===== config.mk =====
export PLATFORM = sky130hd
export DESIGN_NAME = bus_cycle_seq
export DESIGN_NICKNAME = d
export VERILOG_FILES = /design/src/rtl/bus_cycle_seq.sv
export SDC_FILE = /design/constraint.sdc
export NUM_CORES = 1
export LEC_CHECK = 0
export CAP_MARGIN = 20
export CORE_UTILIZATION = 40
export CTS_CLUSTER_SIZE = 8
export DETAILED_ROUTE_END_ITERATION = 8
export HOLD_SLACK_MARGIN = 0.1
export PLACE_DENSITY = 0.77
export SLEW_MARGIN = 30
export SYNTH_ARGS = -nofsm -noshare
export SYNTH_HDL_FRONTEND = slang
export SYNTH_SLANG_ARGS = --single-unit

===== constraint.sdc =====
create_clock -name clock -period 2.05 [get_ports clock]
set_clock_uncertainty 0.05 [all_clocks]
set_input_delay 0.3075 -clock clock [delete_from_list [all_inputs] [get_ports clock]]
set_output_delay 0.3075 -clock clock [all_outputs]
set_load 0.05 [all_outputs]

===== src/rtl/bus_cycle_seq.sv =====
// Multiplexed instruction-cycle bus sequencer: N address slots, M1/M2 fetch, X1..X3 execute.
// Optional memory wait states on M1/M2 are enabled with the BUS_WAIT_EN macro.
module bus_cycle_seq #(
   parameter int DATA_W    = 4,
   parameter int ADDR_W    = 12,
   parameter int RAM_BANKS = 4,
   parameter int WAIT_MAX  = 15
) (
   input  logic                                 clock,
   input  logic                                 reset,
   input  logic [DATA_W-1:0]                    data_i,
   output logic [DATA_W-1:0]                    data_o,
   output logic                                 data_en,
   input  logic                                 ready,
   input  logic [ADDR_W-1:0]                    pc,
   input  logic [$clog2(RAM_BANKS)-1:0]         bank_sel,
   input  logic                                 io_cmd,
   input  logic                                 x_drive,
   input  logic [DATA_W-1:0]                    x_data,
   output logic                                 sync,
   output logic                                 rom_cmd,
   output logic [RAM_BANKS-1:0]                 ram_cmd_n,
   output logic [$clog2(ADDR_W/DATA_W+5)-1:0]   cycle,
   output logic [DATA_W-1:0]                    opr,
   output logic [DATA_W-1:0]                    opa,
   output logic                                 fetch_done,
   output logic [DATA_W-1:0]                    x2_data,
   output logic                                 bus_timeout
);

   localparam int N  = ADDR_W / DATA_W;
   localparam int CW = $clog2(N + 5);

   localparam logic [CW-1:0] SLOT_ALAST = CW'(N - 1);
   localparam logic [CW-1:0] SLOT_M1    = CW'(N);
   localparam logic [CW-1:0] SLOT_M2    = CW'(N + 1);
   localparam logic [CW-1:0] SLOT_X2    = CW'(N + 3);
   localparam logic [CW-1:0] SLOT_X3    = CW'(N + 4);

   logic [CW-1:0]     cycle_q, cycle_d;
   logic [ADDR_W-1:0] addr_q, addr_d;
   logic [DATA_W-1:0] opr_q, opr_d, opa_q, opa_d, x2_q, x2_d;
   logic              advance;
   logic              timeout_set;

`ifdef BUS_WAIT_EN
   localparam int WW = $clog2(WAIT_MAX + 1);
   logic [WW-1:0] wait_q, wait_d;
   logic          timeout_q, timeout_d;
   logic          in_fetch, wait_hit;

   always_comb begin
      in_fetch    = (cycle_q == SLOT_M1) || (cycle_q == SLOT_M2);
      wait_hit    = (wait_q == WW'(WAIT_MAX));
      advance     = !(in_fetch && !ready && !wait_hit);
      timeout_set = in_fetch && !ready && wait_hit;
      wait_d      = advance ? '0 : wait_q + 1'b1;
      timeout_d   = timeout_q | timeout_set;
   end

   always_ff @(posedge clock) begin
      if (reset) begin
         wait_q    <= '0;
         timeout_q <= 1'b0;
      end else begin
         wait_q    <= wait_d;
         timeout_q <= timeout_d;
      end
   end

   assign bus_timeout = timeout_q;
`else
   logic unused_wait_ready;
   localparam int UNUSED_WAIT_MAX = WAIT_MAX;
   assign unused_wait_ready = ready;
   assign advance           = 1'b1;
   assign timeout_set       = 1'b0;
   assign bus_timeout       = 1'b0;
`endif

   // Slot sequencing and captures; M1/M2 only move on when the fetch actually completes.
   always_comb begin
      cycle_d = cycle_q;
      addr_d  = addr_q;
      opr_d   = opr_q;
      opa_d   = opa_q;
      x2_d    = x2_q;
      if (advance)
         cycle_d = (cycle_q == SLOT_X3) ? '0 : cycle_q + 1'b1;
      if (cycle_q == SLOT_M1 && advance)
         opr_d = data_i;
      if (cycle_q == SLOT_M2 && advance)
         opa_d = data_i;
      if (cycle_q == SLOT_X2)
         x2_d = data_i;
      if (cycle_q == SLOT_X3)
         addr_d = pc;
   end

   always_ff @(posedge clock) begin
      if (reset) begin
         cycle_q <= '0;
         addr_q  <= '0;
         opr_q   <= '0;
         opa_q   <= '0;
         x2_q    <= '0;
      end else begin
         cycle_q <= cycle_d;
         addr_q  <= addr_d;
         opr_q   <= opr_d;
         opa_q   <= opa_d;
         x2_q    <= x2_d;
      end
   end

   // Pin decode from the slot counter; all strobes are held quiet while reset is asserted.
   logic              a_slot, x2_slot, cmd_act;
   logic [DATA_W-1:0] a_nib;

   always_comb begin
      a_slot  = (cycle_q < CW'(N));
      x2_slot = (cycle_q == SLOT_X2);
      a_nib   = '0;
      for (int k = 0; k < N; k++)
         if (cycle_q == CW'(k))
            a_nib = addr_q[k*DATA_W +: DATA_W];
      cmd_act    = !reset && ((cycle_q == SLOT_ALAST) || (x2_slot && io_cmd));
      data_en    = !reset && (a_slot || (x2_slot && x_drive));
      data_o     = '0;
      if (!reset && a_slot)
         data_o = a_nib;
      else if (!reset && x2_slot && x_drive)
         data_o = x_data;
      sync       = !reset && (cycle_q == SLOT_X3);
      rom_cmd    = cmd_act;
      fetch_done = !reset && (cycle_q == SLOT_M2) && advance;
      ram_cmd_n  = '1;
      for (int b = 0; b < RAM_BANKS; b++)
         if (cmd_act && int'(bank_sel) == b)
            ram_cmd_n[b] = 1'b0;
   end

   assign cycle   = cycle_q;
   assign opr     = opr_q;
   assign opa     = opa_q;
   assign x2_data = x2_q;

endmodule


==> run metrics <==
Seq/Total Area, Yosys 43.6%; CTS H-tree depth 1; Setup violations, final 5; Post-Route Hold Slack about 430 ps; Synth area leaders dfxtp_1, mux2i_1, ha_1; worst-skew pair later-pin latency 340 ps; CP Buf/Inv Count 2; syn_nets ~170; final instance area ~0.0022 mm2; Clock Pin Slew Worst Setup and Hold Paths roughly 150 ps; Pre-antenna DRT Iters 6; via count 1,252; delay-heaviest family, CP compound AO/OA/AOI/OAI gates; CTS buffer count 3; commonest non-fill, non-tap cell in the layout clkdlybuf4s50_1; Crit path required time 1690 ps; Routed WL 4.16 mm; width of the die around 58 um; GR Overflow Total 0; Leak Pwr roughly 0.85 nW; grt met2 use 45.5%; initial core utilization 43.5%; num ports 55; Yosys top cell by area dfxtp_1; area grow syn2layout 80.7%; Post-DP HPWL 2.48 mm; Fill cells between 150 and 200; clock sink count 27; TritonCTS clock tree done; Fin. Hold Viols 0; Routed wire per std cell 18.3 um; Worst Hold Class reg -> reg; PwrDens 523 mW/mm2; maximum VDD drop 0.302 mV; CTS root buffer clkbuf_4; library cells used by synthesis 28; Syn. warnings 0; clk buf depth 2; number of vias per cell 5.49; largest net degree at the start of global routing 16; layout cells sized above 1 roughly 31%; Die Ht 57.7 um; GRT Resource Usage Total 23.9%; Max stage delay on crit path ~400 ps; max_cap viols 0; Tmin final 2120 ps; vias in the first global route around 1,200; Critical Path Start Type register; Yosys reg bits 27; endpoint type of the worst setup path primary output; Post-Syn Instances 132; row cnt 19; met3 Use GR under 10%; met1 Track Usage GR 28.6%; fin worst setup slack -72.4 ps; sequence of cells on the critical path buf_4 -> ha_4 -> nor2b_4 -> a221oi_2 -> o2bb2ai_4 -> buf_12; Netlist Area Pre-Place 0.00124 mm2; first-pass GRT wire length 5.98 mm; Mean Syn Cell Area 9.39 um2; Yosys top cell area share a little over two fifths; DRT iter0 DRCs 58; Final ANT Viol Nets 0; Worst path slowest cell dfxtp_4; failing checks DRC, setup timing; Rel. slew slack 65.1%; most frequent cells in the layout clkdlybuf4s50_1, dfxtp_1, buf_4, mux2i_1, nor2_1; Worst Tran Pin Value 522 ps; Placed Area 0.00198 mm2; cts hold-fix bufs 0; Design Power around 1.2 mW; n_diodes 0; PortBufs 52; Core Footprint 0.00285 mm2; final core occ 78.6%; Post-Place Setup Slack -95.2 ps; CP Max Fanout 5; post-route setup TNS -305 ps; Non-Filler Instances around 230; Post-route DRC 3; crit path kind reg -> out; Final nets 231; unrepaired setup endpoints after global routing true; GR peak layer met2; status finished, violations left; dpl cells approximately 220; FMAX 471 MHz; fin crit share 104%; DIE AREA roughly 0.0033 mm2; max-slew violations 0; Worst EP arrival about 1800 ps; GPL Wtd Cong slightly above 0.7; initial antenna violation count 0
==> tightest hold or removal path: stages (launching register included) <==
cell and delay, ps:
dfxtp_1 340, nand2_1 60, a21oi_1 60
==> state kept, by name, indices dropped and copies added, names as in the netlist <==
register and flops:
opa 4, x2_data 4, addr_q 12, cycle 3, opr 4
==> cell families (layout without fill, tap and decap cells) <==
family	Yosys count	after routing	synth area share (%)
and+or+nand+nor	47	47	18.2
DFF	27	27	43.6
AOI/OAI and AO/OA	22	22	13.5
muxes	16	16	12.9
buffers and inverters	13	78	5.45
adders and majority gates	6	6	6.05
other	1	1	0.302
==> path summary, 6_finish.rpt <==
| kind | from | end | slack, ps | cells past startpoint |
|---|---|---|---|---|
| worst max register to register | cycle[0] | addr_q[7] | 370 | 6 |
| worst min-delay path | opa[2] | opa[2] | 430 | 2 |
| worst max-delay path | cycle[0] | data_o[3] | -70 | 6 |
| worst min register to register | opa[2] | opa[2] | 430 | 2 |
==> cell type report <==
type	count	area (um2)	share of cell area, %
tap	31	38.8	1.73
inverter	4	17.5	0.782
sequential	27	549	24.5
multi-input combinational	92	825	36.8
clock buffer	4	26.3	1.17
timing repair buffer	70	785	35.0
==> metal layers <==
metal | share of wire [%] | routed length [um]
met5 | 0 | 0
met4 | 2.6 | 110
met3 | 3.8 | 160
met2 | 54 | 2260
met1 | 39 | 1630
==> repair_timing <==
item,4_1_cts,5_1_grt
pin swaps,3,4
gates resized for setup,22,13
buffers inserted,6,2
endpoints found under the setup margin,9,10
==> Yosys cell counts <==
cell type  instances
nand3b_1           2
buf_1              1
o2bb2ai_1          4
nand2b_1           1
nor2b_1            2
nand2_1           10
a221oi_1           4
nand3_1            9
or2_1              1
dfxtp_1           27
nor3b_1            1
mux2i_1           16
nor2_1            17
nor3b_2            1
inv_2              1
or3b_1             1
buf_2              3
clkbuf_1           1
nor3_1             2
a211oi_4           1
a21oi_1            8
o21ai_1            1
o211a_4            1
ha_1               6
o21ai_0            3
conb_1             1
inv_1              3
buf_4              4
==> where the power goes <==
group / internal [mW] / total (mW) / switching, mW
Combinational: 0.180 / 0.386 / 0.206
Sequential: 0.537 / 0.551 / 0.0138
Clock: 0.0765 / 0.235 / 0.158
No activity file was read; power rests on OpenSTA's default activity.
